[src/rtl/cnn_pkg.sv]
// Shared CNN datapath types: sample width/plane size defaults, the pool FSM
// state encoding and a signed max helper used by the pooling stage.
package cnn_pkg;

    localparam int DATA_WIDTH_DEF = 16;
    localparam int IMG_SIZE_DEF   = 30;

    typedef logic signed [DATA_WIDTH_DEF-1:0] sample_t;

    typedef enum logic [1:0] {
        IDLE  = 2'd0,
        RUN   = 2'd1,
        DRAIN = 2'd2
    } pool_state_t;

    function automatic sample_t smax(input sample_t a, input sample_t b);
        return (a > b) ? a : b;
    endfunction

endpackage

[src/rtl/pool_line_buffer.sv]
// Half-width row store for the 2x2 pool: holds the horizontal max of each
// column pair from the even row until the odd row arrives.
module pool_line_buffer
    import cnn_pkg::*;
#(
    parameter int DEPTH      = 15,
    parameter int DATA_WIDTH = DATA_WIDTH_DEF,
    parameter int AW         = (DEPTH > 1) ? $clog2(DEPTH) : 1
) (
    input  logic                         clk,
    input  logic                         wr_en,
    input  logic [AW-1:0]                wr_addr,
    input  logic signed [DATA_WIDTH-1:0] wr_data,
    input  logic [AW-1:0]                rd_addr,
    output logic signed [DATA_WIDTH-1:0] rd_data
);

    // No reset: every entry is rewritten on the even row before it is read.
    logic signed [DATA_WIDTH-1:0] mem [DEPTH];

    always_ff @(posedge clk) begin
        if (wr_en) begin
            mem[wr_addr] <= wr_data;
        end
    end

    assign rd_data = mem[rd_addr];

endmodule

[src/rtl/relu_maxpool.sv]
// Streaming ReLU + 2x2/stride-2 max-pool. Optional ReLU is enabled by
// defining POOL_RELU_EN; without it the stage is a pure signed max-pool.
//
//   state | meaning
//   ------+---------------------------------------------------------------
//   IDLE  | waiting for enable; in_ready low
//   RUN   | accepting conv samples, counting x/y/f, loading pooled outputs
//   DRAIN | all inputs taken; waiting for the final output handshake
module relu_maxpool
    import cnn_pkg::*;
#(
    parameter int IMG_SIZE   = IMG_SIZE_DEF,
    parameter int DATA_WIDTH = DATA_WIDTH_DEF,
    parameter int NUM_F      = 8
) (
    input  logic                         clk,
    input  logic                         reset_n,
    input  logic                         enable,
    input  logic signed [DATA_WIDTH-1:0] in_data,
    input  logic                         in_valid,
    output logic                         in_ready,
    output logic signed [DATA_WIDTH-1:0] out_data,
    output logic                         out_valid,
    input  logic                         out_ready,
    output logic                         out_last,
    output logic                         done
);

    localparam int POOL_OUT = IMG_SIZE / 2;
    localparam int XW       = (IMG_SIZE > 1) ? $clog2(IMG_SIZE) : 1;
    localparam int FW       = (NUM_F > 1) ? $clog2(NUM_F) : 1;
    localparam int AW       = (POOL_OUT > 1) ? $clog2(POOL_OUT) : 1;

    localparam logic [XW-1:0] X_LAST = XW'(IMG_SIZE - 1);
    localparam logic [FW-1:0] F_LAST = FW'(NUM_F - 1);

    generate
        if ((IMG_SIZE % 2) != 0) begin : g_size_chk
            $error("relu_maxpool: IMG_SIZE must be even");
        end
        if (DATA_WIDTH != $bits(sample_t)) begin : g_width_chk
            $error("relu_maxpool: DATA_WIDTH must match cnn_pkg sample_t");
        end
    endgenerate

    pool_state_t   state;
    logic [XW-1:0] x;
    logic [XW-1:0] y;
    logic [FW-1:0] f;
    sample_t       h;

    sample_t       s_eff;
    sample_t       h_new;
    sample_t       lb_rd;
    logic          accept;
    logic          lb_wr;
    logic          load;
    logic [AW-1:0] col;

    assign in_ready = (state == RUN) && (!out_valid || out_ready);
    assign accept   = in_valid && in_ready;

`ifdef POOL_RELU_EN
    assign s_eff = (in_data < 0) ? '0 : in_data;
`else
    assign s_eff = in_data;
`endif

    // Horizontal pair max: even column seeds h, odd column closes the pair.
    assign h_new = x[0] ? smax(h, s_eff) : s_eff;
    assign col   = AW'(x >> 1);
    assign lb_wr = accept && !y[0] && x[0];
    assign load  = accept && y[0] && x[0];

    pool_line_buffer #(
        .DEPTH      (POOL_OUT),
        .DATA_WIDTH (DATA_WIDTH),
        .AW         (AW)
    ) u_line_buffer (
        .clk     (clk),
        .wr_en   (lb_wr),
        .wr_addr (col),
        .wr_data (h_new),
        .rd_addr (col),
        .rd_data (lb_rd)
    );

    always_ff @(posedge clk) begin
        if (!reset_n) begin
            state     <= IDLE;
            x         <= '0;
            y         <= '0;
            f         <= '0;
            h         <= '0;
            out_data  <= '0;
            out_valid <= 1'b0;
            out_last  <= 1'b0;
            done      <= 1'b0;
        end else begin
            done <= 1'b0;

            // A load in the same cycle as a drain handshake overwrites the slot.
            if (load) begin
                out_data  <= smax(lb_rd, h_new);
                out_valid <= 1'b1;
                out_last  <= (x == X_LAST) && (y == X_LAST);
            end else if (out_valid && out_ready) begin
                out_valid <= 1'b0;
            end

            if (accept) begin
                h <= h_new;
            end

            case (state)
                IDLE: begin
                    if (enable) begin
                        state <= RUN;
                    end
                end
                RUN: begin
                    if (accept) begin
                        if (x == X_LAST) begin
                            x <= '0;
                            if (y == X_LAST) begin
                                y <= '0;
                                if (f == F_LAST) begin
                                    f     <= '0;
                                    state <= DRAIN;
                                end else begin
                                    f <= f + 1'b1;
                                end
                            end else begin
                                y <= y + 1'b1;
                            end
                        end else begin
                            x <= x + 1'b1;
                        end
                    end
                end
                DRAIN: begin
                    if (out_valid && out_ready) begin
                        state <= IDLE;
                        done  <= 1'b1;
                    end
                end
                default: state <= IDLE;
            endcase
        end
    end

endmodule

[config.mk]
export PLATFORM = sky130hd
export DESIGN_NAME = relu_maxpool
export DESIGN_NICKNAME = d
export VERILOG_FILES = /design/src/rtl/cnn_pkg.sv /design/src/rtl/pool_line_buffer.sv /design/src/rtl/relu_maxpool.sv
export SDC_FILE = /design/constraint.sdc
export NUM_CORES = 1
export LEC_CHECK = 0
export ABC_CLOCK_PERIOD_IN_PS = 6500
export CAP_MARGIN = 20
export CORE_MARGIN = 10
export CORE_UTILIZATION = 60
export CTS_BUF_LIST = sky130_fd_sc_hd__clkbuf_4 sky130_fd_sc_hd__clkbuf_8
export CTS_CLUSTER_DIAMETER = 200
export DETAILED_ROUTE_END_ITERATION = 8
export PLACE_DENSITY_LB_ADDON = 0.2
export SETUP_SLACK_MARGIN = 0.4
export SLEW_MARGIN = 10
export SYNTH_ARGS = -nofsm -noshare
export SYNTH_HDL_FRONTEND = slang
export SYNTH_SLANG_ARGS = --single-unit
[constraint.sdc]
create_clock -name clk -period 6.5 [get_ports clk]
set_input_delay 1.3 -clock clk [delete_from_list [all_inputs] [get_ports clk]]
set_output_delay 1.3 -clock clk [all_outputs]
set_load 0.01 [all_outputs]
# [After elaboration in Yosys (flattened, before gate mapping)]
# Memories as Yosys holds them, arrays and structs flattened. A register that Yosys moved wholly into a read port is not among the register bits.
# Cells that the tools add are included.
[totals] memories=1 output_inout_bits=20 word_cells=64 ram_bits=240 regBits=50 inputBits=21
[memory_table] name="u_line_buffer.mem" depth=15 width=16 read_ports=1 rd_clocked_by_memory_dff=1 write_ports=1 line_no="pool_line_buffer.sv:19" text="logic signed [DATA_WIDTH-1:0] mem [DEPTH];"
[op_classes] magnitude_cmp=2 n_eq_ne=11 reduce_logical=18 n_mux=20 n_addsub=3
[ops] operator="two-way mux 16 bit" n=3
[ops] operator="greater-than comparator 16 bit" n=2
[ops] operator="two-way mux 2 bit" n=6
[ops] operator="adder 5 x 1 -> 5 bit (second input constant)" n=2
[ops] operator="equality test 5 bit (second input constant)" n=2
[ops] operator="two-way mux 5 bit" n=2
[ops] operator="logical AND 1 bit" n=8
[ops] operator="two-way mux 4 bit" n=2
[ops] operator="!= test 2 x 1 -> 1 bit (second input constant)" n=3
[ops] operator="!= test 2 bit (second input constant)" n=3
[ops] operator="one-hot mux 2 bit (3 select lines)" n=1
[ops] operator="AND reduction 6 bit" n=1
[ops] operator="two-way mux 1 bit" n=5
[ops] operator="AND reduction 2 bit" n=2
[ops] operator="AND reduction 4 bit" n=1
[ops] operator="adder 3 x 1 -> 3 bit (second input constant)" n=1
[ops] operator="equality test 3 bit (second input constant)" n=1
[ops] operator="two-way mux 3 bit" n=1
[ops] operator="AND reduction 3 bit" n=1
[ops] operator="equality test 2 x 1 -> 1 bit (second input constant)" n=1
[ops] operator="equality test 2 bit (second input constant)" n=1
[ops] operator="logical NOT 1 bit" n=2
[ops] operator="logical NOT 2 bit" n=1
[ops] operator="nonzero test 2 bit" n=1
[ops] operator="logical OR 1 bit" n=1

# [Logic depth before layout (Yosys ltp)]
# Gate-level depths: netlist (run 1).
[depth] word_depth=8 mapped_depth=20 mapped_depth_nobuf=16

# [Cells and area by module]
# Synthesis (run 1) repeated with hierarchy kept, for this count alone.
[hier_totals] cells_unflattened=766 area_unflattened_um2=12396.9
[by_module_without_submodules] module="pool_line_buffer" area_each_um2=9272.6 seq_area_each_um2=7206.9 cells_each=418 n_inst=1
[by_module_without_submodules] module="relu_maxpool" area_each_um2=3124.2 seq_area_each_um2=1001.0 cells_each=348 n_inst=1

# [Worst setup path after synthesis (run 1)]
# Ideal clock, no wire load.
[synth_timing] kind="input to register" from="in in_data[14]" to="reg out_data[11]" required_time_ps=6440 cell_stages=20 setup_ps=60 path_buffers=4 slack_ps=1045 arrival_time_ps=5395 path_cell_list="inv_1 > ha_1 > nand3_1 > or3_4 > o31ai_2 > a21oi_1 > mux2_2 > buf_6 > buf_12 > mux2i_4 > ha_1 > nor2b_1 > o211ai_1 > a2111oi_0 > a2111oi_0 > mux2i_1 > and3_1 > clkbuf_1 > clkbuf_1 > a221o_1"
[synth_between] elab_chain_len=5
[synth_lines] element="start, declared" line_no="relu_maxpool.sv:19" text="input logic signed [DATA_WIDTH-1:0] in_data,"
[synth_lines] element="greater-than comparator 16 bit" line_no="cnn_pkg.sv:17" text="return (a > b) ? a : b;"
[synth_lines] element="two-way mux 16 bit" line_no="cnn_pkg.sv:17"
[synth_lines] element="two-way mux 16 bit (*)" line_no="relu_maxpool.sv:70" text="assign h_new = x[0] ? smax(h, s_eff) : s_eff;"
[synth_lines] element="greater-than comparator 16 bit" line_no="cnn_pkg.sv:17"
[synth_lines] element="two-way mux 16 bit (*)" line_no="cnn_pkg.sv:17"
[synth_lines] element="end signal, assigned" line_no="relu_maxpool.sv:104" text="out_data <= smax(lb_rd, h_new);"
[synth_lines] element="end, declared" line_no="relu_maxpool.sv:22" text="output logic signed [DATA_WIDTH-1:0] out_data,"
# Every way passes the cells marked *; elsewhere a longest branch is shown, timed or not.
# A chain may end at the register's enable or synchronous reset.

# [Worst setup path after layout (run 1)]
[layout_timing] from="in in_data[14]" to="reg out_data[12]"
[layout_between] elab_chain_len=5
[layout_lines] element="greater-than comparator 16 bit" line_no="cnn_pkg.sv:17"
[layout_lines] element="two-way mux 16 bit" line_no="cnn_pkg.sv:17"
[layout_lines] element="two-way mux 16 bit" line_no="relu_maxpool.sv:70"
[layout_lines] element="named net h_new[0]" line_no="relu_maxpool.sv:53" text="sample_t h_new;"
[layout_lines] element="greater-than comparator 16 bit" line_no="cnn_pkg.sv:17"
[layout_lines] element="two-way mux 16 bit" line_no="cnn_pkg.sv:17"
# The timed path passes the listed nets, and every way through them passes these cells.

==> impl_metrics.ini, run 1 <==
[synthesis]
synth-edff-count = 240
synth_top_area_frac = 0.585
synth_warnings = 0
synth_largest_area_cell = edfxtp_1
syn_nets = 795
ys_async_sr_fraction = 0
ys_ff_latch = 294
ys_seq_area_frac = 0.672
syn_area_per_cell_um2 = 16.7
netlist_instances = 736
ys.flop_type = edfxtp_1
syn_area_um2 = 12300
synthTopCellsByArea = edfxtp_1 58%, mux4_2 12%, dfxtp_1 8.8%
yosysUniqueCellTypes = 47

[clock_tree]
hold_buffers = 0
numClockSinks = 294
cts-root-buf = clkbuf_8
clockBufferDepth = 3
cts_tree = built
clkTransAtPathRegs_ns = 0.07
cts_buffers = 46
cts.htree.levels = 2
clkLatencyLatePin_ns = 0.55

[min_path]
hp-class = flip-flop to flip-flop
whs_path_depth = 1
hp-start = state[1]
holdPathEnd = state[0]

[routing]
wire_per_inst_um = 23.0
wl_mm = 25.7
ant_nets = 0
vias_per_cell = 6.13
firstDrtPassIters = 5
vias = 6849
dr.first_iter.drc_count = 566
drc = 0

[global_routing]
antenna_found_initial = 0
grt_use_total = 0.195
grt_pass1_wl_mm = 39.8
grt_max_degree = 47
grt-ovfl-total = 0
grt_pass1_vias = 7050

[setup_path]
crit_type = input pin to flip-flop
r2r-start = h[14]
worstPathCellList = clkdlybuf4s50_1, inv_1, ha_1, nand3_1, or3_4, o31ai_2, a21oi_1, mux2_2, mux2_2, ha_1, nor2b_1, o211ai_1, a2111oi_0, a2111oi_0, mux2i_1, nor3b_4, buf_12, a221o_1
r2r_cells = 16
slowest_stage = mux2_2
cp-end-kind = flip-flop
worstSetupStartpointType = input pin
crit_path_start = in_data[14]
cp_max_fo = 18
rr_endpoint = out_data[12]
r2r_setup_slack_ns = 1.57
required_ns = 6.94
slowest_delay_ns = 0.52
crit_family = compound AO/OA/AOI/OAI gates
path_buf_inv = 3
worst_ep_arrival_time_ns = 6.33

[floorplan]
die_h_um = 163
placeableCoreArea_um2 = 20200
ioPinCount = 41
die_w_um = 163
rows = 52
die_area_um2 = 26700
start_util = 0.609

[sta]
max_slew.worst_pin.slew_ns = 1.03
finalMaxSlewViolations = 0
relSlewSlack = 0.311
grt_setup_unrepaired = false
fin_skew_ns = 0.0133
period_needed_ns = 5.89
fmax_ghz = 0.170
period_share = 0.905
hold_violations = 0
hold-worst-slack_ns = 0.470
setup_slack_ns = 0.615
setup_viol = 0

[cells_and_area]
nNetsFinal = 869
layout-drive-gt1-share = 0.233
diodes = 0
syn2layout_area_growth_pct = 13.8
postLayoutCellArea_um2 = 14000
finalNonFillerCells = 1117
fin_util = 0.693

[flow_run]
max_cap_violations = 0

[place]
place_inst = 1031
port_buffers = 40
gp_congestion = 0.843
dpl-instance-area_um2 = 13100
place_ws_ns = -0.145
dp_hpwl_mm = 16.6

[pwr]
p_per_area_nw_per_um2 = 266
ir_drop_uv = 147
power.leakage_uw = 0.00475

[outcome]
status = finished clean
## synthesized netlist by cell type (16+ instances only)
| cell | number |
|---|---|
| o21ai_0 | 35 |
| and3_1 | 17 |
| a221o_1 | 16 |
| mux4_2 | 64 |
| ha_1 | 38 |
| nor2_1 | 26 |
| a21oi_1 | 28 |
| mux2i_1 | 23 |
| dfxtp_1 | 54 |
| inv_1 | 28 |
| nand2_1 | 34 |
| clkbuf_1 | 26 |
| edfxtp_1 | 240 |
## area by class of cell
class / count / area [um2]
Sequential cell: 294 / 8290
Timing Repair Buffer: 63 / 586
Multi-Input combinational cell: 367 / 3750
Fill cell: 1283 / 6210
Clock inverter: 16 / 81.3
Tap cell: 270 / 338
Clock buffer: 69 / 831
Inverter: 38 / 143
## layer usage
metal,share of wire,GRT usage
met1,0.41,0.255
met2,0.49,0.313
met3,0.066,0.0388
met4,0.033,0.0869
met5,0,0
## worst reg2reg max path, stage by stage (launching register included)
cell and delay [ns]:
dfxtp_1 0.33, ha_1 0.30, nand3_1 0.12, or3_4 0.42
o31ai_2 0.30, a21oi_1 0.06, mux2_2 0.46, mux2_2 0.52
ha_1 0.21, nor2b_1 0.04, o211ai_1 0.31, a2111oi_0 0.20
a2111oi_0 0.50, mux2i_1 0.42, nor3b_4 0.09, buf_12 0.19
a221o_1 0.35
## state kept, by name, indices dropped and copies added (netlist names), named ones only
register and count:
u_line_buffer.mem 240, done 1, state 2, out_data 16, out_last 1, f 3, h 16, x 5
y 5, out_valid 1
## logic make-up (layout without fill, tap and decap cells)
group,count (synthesis),in the layout,synth area share
compound gates,99,99,0.0520
simple gates,124,124,0.0508
xor+xnor,7,7,0.00497
mux,99,99,0.156
flops,294,294,0.672
buf+inv,75,186,0.0255
fa+ha+maj,38,38,0.0386
## power breakdown
| group | internal [uW] | leakage [uW] | switching (uW) |
|---|---|---|---|
| Sequential | 2050 | 0.00260 | 11.7 |
| Combinational | 62.1 | 0.00167 | 101 |
| Clock | 821 | 0.000485 | 679 |
| Total | 2940 | 0.00475 | 792 |
## cell usage in the layout, fill, tap and decap left out, types with 13 or more instances in the layout
cell / netlist / final
nand4_1: 13 / 13
clkdlybuf4s50_1: 0 / 40
ha_1: 38 / 38
edfxtp_1: 240 / 240
clkbuf_4: 0 / 19
and3_1: 17 / 16
dfxtp_1: 54 / 52
mux2i_1: 23 / 23
inv_1: 28 / 28
mux4_2: 64 / 64
nor2_1: 26 / 26
a221o_1: 16 / 16
buf_4: 0 / 22
o21ai_0: 35 / 35
clkbuf_8: 0 / 50
a21oi_1: 28 / 28
nand2_1: 34 / 34
## how the worst max path moves through the flow
stage | end | slack, ns | depth (start not counted)
2_1_floorplan | out_data[11] | 1.05 | 20
3_3_place_gp | out_data[10] | 0.09 | 17
3_5_place_dp | out_data[12] | -0.14 | 17
4_1_cts | out_data[10] | 0.43 | 18
5_1_grt | out_data[15] | 0.41 | 18
6_report | out_data[12] | 0.61 | 18
## what timing repair did
item                                    in CTS  in global routing
buffers inserted                             0                  1
endpoints found under the setup margin       0                 16
gates resized for setup                      0                  2
## per-stage QoR
step | setup TNS [ns] | total power (uW)
3_3_place_gp | 0 | 2260
4_1_cts | 0 | 3760
6_report | 0 | 3730
2_1_floorplan | 0 | 2210
5_1_grt | 0 | 3870
3_5_place_dp | -1.96 | 2270
(Power assumes the default switching activity.)
==> inputs of run 2 (changes only) <==
Settings changed: CORE_MARGIN 10 to 3.
==> impl_metrics.ini, run 2 (synthesis results as in run 1) <==
[place]
port_buffers = 40
gp_congestion = 0.825
dp_hpwl_mm = 16.5

[setup_path]
worst_ep_arrival_time_ns = 6.33
worstSetupStartpointType = input pin
required_ns = 6.98
r2r_cells = 15
r2r_setup_slack_ns = 1.60
cp-end-kind = flip-flop
crit_type = input pin to flip-flop
rr_endpoint = out_data[6]
cp_max_fo = 16
r2r-start = h[14]

[global_routing]
grt_max_degree = 41
grt_pass1_vias = 7053
grt_use_total = 0.243
grt_pass1_wl_mm = 40.4
grt-ovfl-total = 0
antenna_found_initial = 0

[clock_tree]
clkTransAtPathRegs_ns = 0.06
numClockSinks = 294
cts_tree = built
clkLatencyLatePin_ns = 0.54
cts-root-buf = clkbuf_8
hold_buffers = 0
cts_buffers = 45
cts.htree.levels = 2
clockBufferDepth = 3

[cells_and_area]
fin_util = 0.707
final_common_cell = edfxtp_1
regMostFlops = u_line_buffer.mem
nNetsFinal = 870
largest_reg_flops = 240
diodes = 0
layout-drive-gt1-share = 0.230
syn2layout_area_growth_pct = 13.9
reg.largest.list = u_line_buffer.mem x240, h x16, out_data x16
fillers = 1240
multiInputGateArea_um2 = 3750
final_cell_mix = 240 x edfxtp_1, 64 x mux4_2, 52 x dfxtp_1, 51 x clkbuf_8, 40 x clkdlybuf4s50_1
seqCellArea_um2 = 8290

[sta]
hold-worst-slack_ns = 0.447
max_slew.worst_pin.slew_ns = 1.09
fin_skew_ns = 0.0146
setup_viol = 0
hold_violations = 0
period_share = 0.901
period_needed_ns = 5.85
grt_setup_unrepaired = false
relSlewSlack = 0.273
finalMaxSlewViolations = 0
fmax_ghz = 0.171

[floorplan]
die_area_um2 = 22300
placeableCoreArea_um2 = 19800
start_util = 0.621
die_w_um = 149
rows = 51
die_h_um = 149
ioPinCount = 41

[min_path]
hp-start = state[1]
whs_path_depth = 1
hp-class = flip-flop to flip-flop
holdPathEnd = state[0]

[routing]
drc = 0
vias_per_cell = 6.23
firstDrtPassIters = 5
wire_per_inst_um = 23.8
wl_mm = 26.3
dr.first_iter.drc_count = 521
vias = 6904
ant_nets = 0

[outcome]
status = finished clean

[pwr]
p_per_area_nw_per_um2 = 267
power.leakage_uw = 0.00476
ir_drop_uv = 140

[flow_run]
max_cap_violations = 0
run 2: repair_timing:
action                     CTS  global route
setup buffers                0             1
setup endpoints to repair   16            16
resized for setup            1             1
gates cloned                 0             0
pin swaps                    0             1
run 2: power by group:
part	total [uW]	internal, uW	switching (uW)
Combinational	163	62.5	101
Sequential	2070	2050	11.4
Clock	1520	856	662
Total	3750	2970	774
run 2: layer usage:
metal,track usage,part of all wire,up-vias
met5,0,0,-
met4,0.0902,0.032,0
met3,0.0492,0.065,58
met2,0.396,0.49,275
met1,0.331,0.41,3515
li1,-,-,3056
run 2: worst max-delay path, stage by stage:
cell             delay, ns
clkdlybuf4s50_1       0.49
inv_1                 0.05
ha_1                  0.29
nand3_1               0.12
or3_4                 0.42
a32oi_1               0.17
nand2_1               0.08
mux2_2                0.54
buf_4                 0.34
mux2i_1               0.36
ha_1                  0.32
nand4_1               0.15
a2111oi_0             0.10
a2111oi_0             0.55
mux2i_1               0.39
and3_2                0.46
a221o_1               0.20
run 2: metrics by stage:
stage	std cells	setup slack [ns]	TNS, ns	instance area (um2)	total power (uW)
2_1_floorplan	736	1.05	0	12300	2210
3_3_place_gp	1027	0.0847	0	13100	2260
3_5_place_dp	1028	-0.192	-2.88	13100	2270
4_1_cts	1108	0.469	0	14000	3780
5_1_grt	1109	0.485	0	14000	3890
6_report	1109	0.645	0	14000	3750
run 2: how the worst max path moves through the flow:
| stage | endpoint | slack, ns | from |
|---|---|---|---|
| floorplan | out_data[11] | 1.05 | in_data[14] |
| detailed placement | out_data[4] | -0.19 | in_data[13] |
| finish | out_data[6] | 0.65 | in_data[13] |
| global route | out_data[4] | 0.48 | in_data[13] |
| global placement | out_data[14] | 0.08 | in_data[13] |
| CTS | out_data[4] | 0.47 | in_data[13] |
run 2: final cells by class:
| cell class | instances | share of cell area |
|---|---|---|
| Clock buffer | 69 | 0.0596 |
| Clock inverter | 11 | 0.00517 |
| Inverter | 38 | 0.0102 |
| Multi-Input combinational cell | 367 | 0.267 |
| Sequential cell | 294 | 0.591 |
| Tap cell | 265 | 0.0236 |
| Timing Repair Buffer | 65 | 0.0437 |
==> inputs of run 3 (changes only) <==
Settings changed: CORE_UTILIZATION 60 to 43, HOLD_SLACK_MARGIN set to 0.03.
==> impl_metrics.ini, run 3 (synthesis results as in run 1) <==
[outcome]
status = finished clean

[setup_path]
r2r_setup_slack_ns = 1.61
crit_path_start = in_data[14]
crit_type = input pin to flip-flop
required_ns = 7.01
worstSetupStartpointType = input pin
worst_ep_arrival_time_ns = 6.32
rr_endpoint = out_data[14]
cp-end-kind = flip-flop
cp-endpoint = out_data[14]
r2r-start = h[13]
r2r_cells = 16
cp_max_fo = 16

[routing]
drc = 0
ant_nets = 0
vias_per_cell = 5.53
dr.first_iter.drc_count = 486
wire_per_inst_um = 22.0
wl_mm = 27.1
wl_met2_mm = 13.8
drt-met1-wl_mm = 11.3
vias = 6805
firstDrtPassIters = 5
met3_length_mm = 1.38
highest_layer = met4

[pwr]
p_int_uw = 3010
ir_drop_uv = 128
power.leakage_uw = 0.00481
power_uw = 3840
p_switching_uw = 829
power_frac_seq = 0.538
clkPwrFrac = 0.419
p_per_area_nw_per_um2 = 269
power_frac_comb = 0.043
p_sw_frac = 0.216

[cells_and_area]
nNetsFinal = 873
seqCellArea_um2 = 8290
regMostFlops = u_line_buffer.mem
diodes = 0
syn2layout_area_growth_pct = 15.7
fillers = 2301
largest_reg_flops = 240
final_common_cell = edfxtp_1
reg.largest.list = u_line_buffer.mem x240, h x16, out_data x16
final_cell_mix = 240 x edfxtp_1, 64 x mux4_2, 52 x dfxtp_1, 47 x clkbuf_8, 40 x clkdlybuf4s50_1
layout-drive-gt1-share = 0.236
multiInputGateArea_um2 = 3750
fin_util = 0.509

[clock_tree]
clockBufferDepth = 3
cts_tree = built
numClockSinks = 294
cts_buffers = 47
clkLatencyLatePin_ns = 0.57
cts-root-buf = clkbuf_8
cts.htree.levels = 2
clkTransAtPathRegs_ns = 0.06

[sta]
hold-worst-slack_ns = 0.466
finalMaxSlewViolations = 0
relSlewSlack = 0.268
fmax_ghz = 0.172
period_needed_ns = 5.81
max_slew.worst_pin.slew_ns = 1.10
hold_violations = 0
setup_tns_ns = 0
fin_skew_ns = 0.0249
period_share = 0.894
grt_setup_unrepaired = false
setup_viol = 0

[global_routing]
grt_pass1_wl_mm = 41.9
antenna_found_initial = 0
grt_max_degree = 46
grt_pass1_vias = 7177
grt-ovfl-total = 0
grt_use_total = 0.180

[floorplan]
ioPinCount = 41
die_h_um = 175
die_w_um = 175
placeableCoreArea_um2 = 28000
rows = 61
start_util = 0.440
die_area_um2 = 30700

[place]
port_buffers = 40
gp_congestion = 0.838
dp_hpwl_mm = 17.0

[min_path]
hp-class = flip-flop to flip-flop

[flow_run]
max_cap_violations = 0
==> run 3: how the worst min path moves through the flow <==
stage                   from  depth (start not counted)       end  slack, ns
floorplan           state[1]                          1  state[0]       0.41
global placement    state[1]                          1  state[0]       0.43
detailed placement  state[1]                          1  state[0]       0.45
CTS                 state[1]                          1  state[0]       0.46
global route        state[1]                          1  state[0]       0.51
finish              state[1]                          1  state[0]       0.47
==> run 3: power by group through the flow <==
stage	Clock (uW)	Sequential [uW]	Combinational, uW
floorplan	0	2100	108
global placement	0	2100	154
detailed placement	0	2110	163
CTS	1650	2070	164
global route	1740	2070	182
finish	1610	2070	163
==> run 3: what timing repair did <==
item,4_1_cts,5_1_grt
buffers inserted,0,1
hold buffers,0,0
setup endpoints to repair,0,16
resized for setup,0,2
==> run 3: worst max-delay path, stage by stage <==
cell,delay [ns]
clkdlybuf4s50_1,0.48
inv_1,0.05
ha_1,0.28
nand3_1,0.11
or3_4,0.41
a32oi_1,0.16
nand2_1,0.08
mux2_2,0.61
buf_4,0.31
mux2i_4,0.29
ha_1,0.29
a21oi_1,0.16
o21ai_0,0.10
o2bb2ai_1,0.12
a2111oi_0,0.43
mux2i_1,0.40
and3_2,0.46
a221o_1,0.22
==> run 3: area by class of cell <==
cell class	count	area share
Clock inverter	26	0.0153
Clock buffer	61	0.0527
Tap cell	378	0.0332
Sequential cell	294	0.582
Inverter	38	0.0100
Timing Repair Buffer	66	0.0444
Multi-Input combinational cell	367	0.263
==> run 3: per-stage QoR <==
| stage | setup slack [ns] | cells | instance area, um2 |
|---|---|---|---|
| 6_report | 0.686 | 1230 | 14300 |
| 5_1_grt | 0.413 | 1230 | 14300 |
| 4_1_cts | 0.417 | 1229 | 14200 |
| 3_5_place_dp | -0.186 | 1142 | 13300 |
| 2_1_floorplan | 1.05 | 736 | 12300 |
| 3_3_place_gp | 0.0555 | 1141 | 13200 |
==> run 3: routing by layer <==
layer  vias to the layer above  track usage
met3                        42       0.0352
met1                      3532        0.231
li1                       3064            -
met5                         -            0
met2                       167        0.311
met4                         0       0.0555
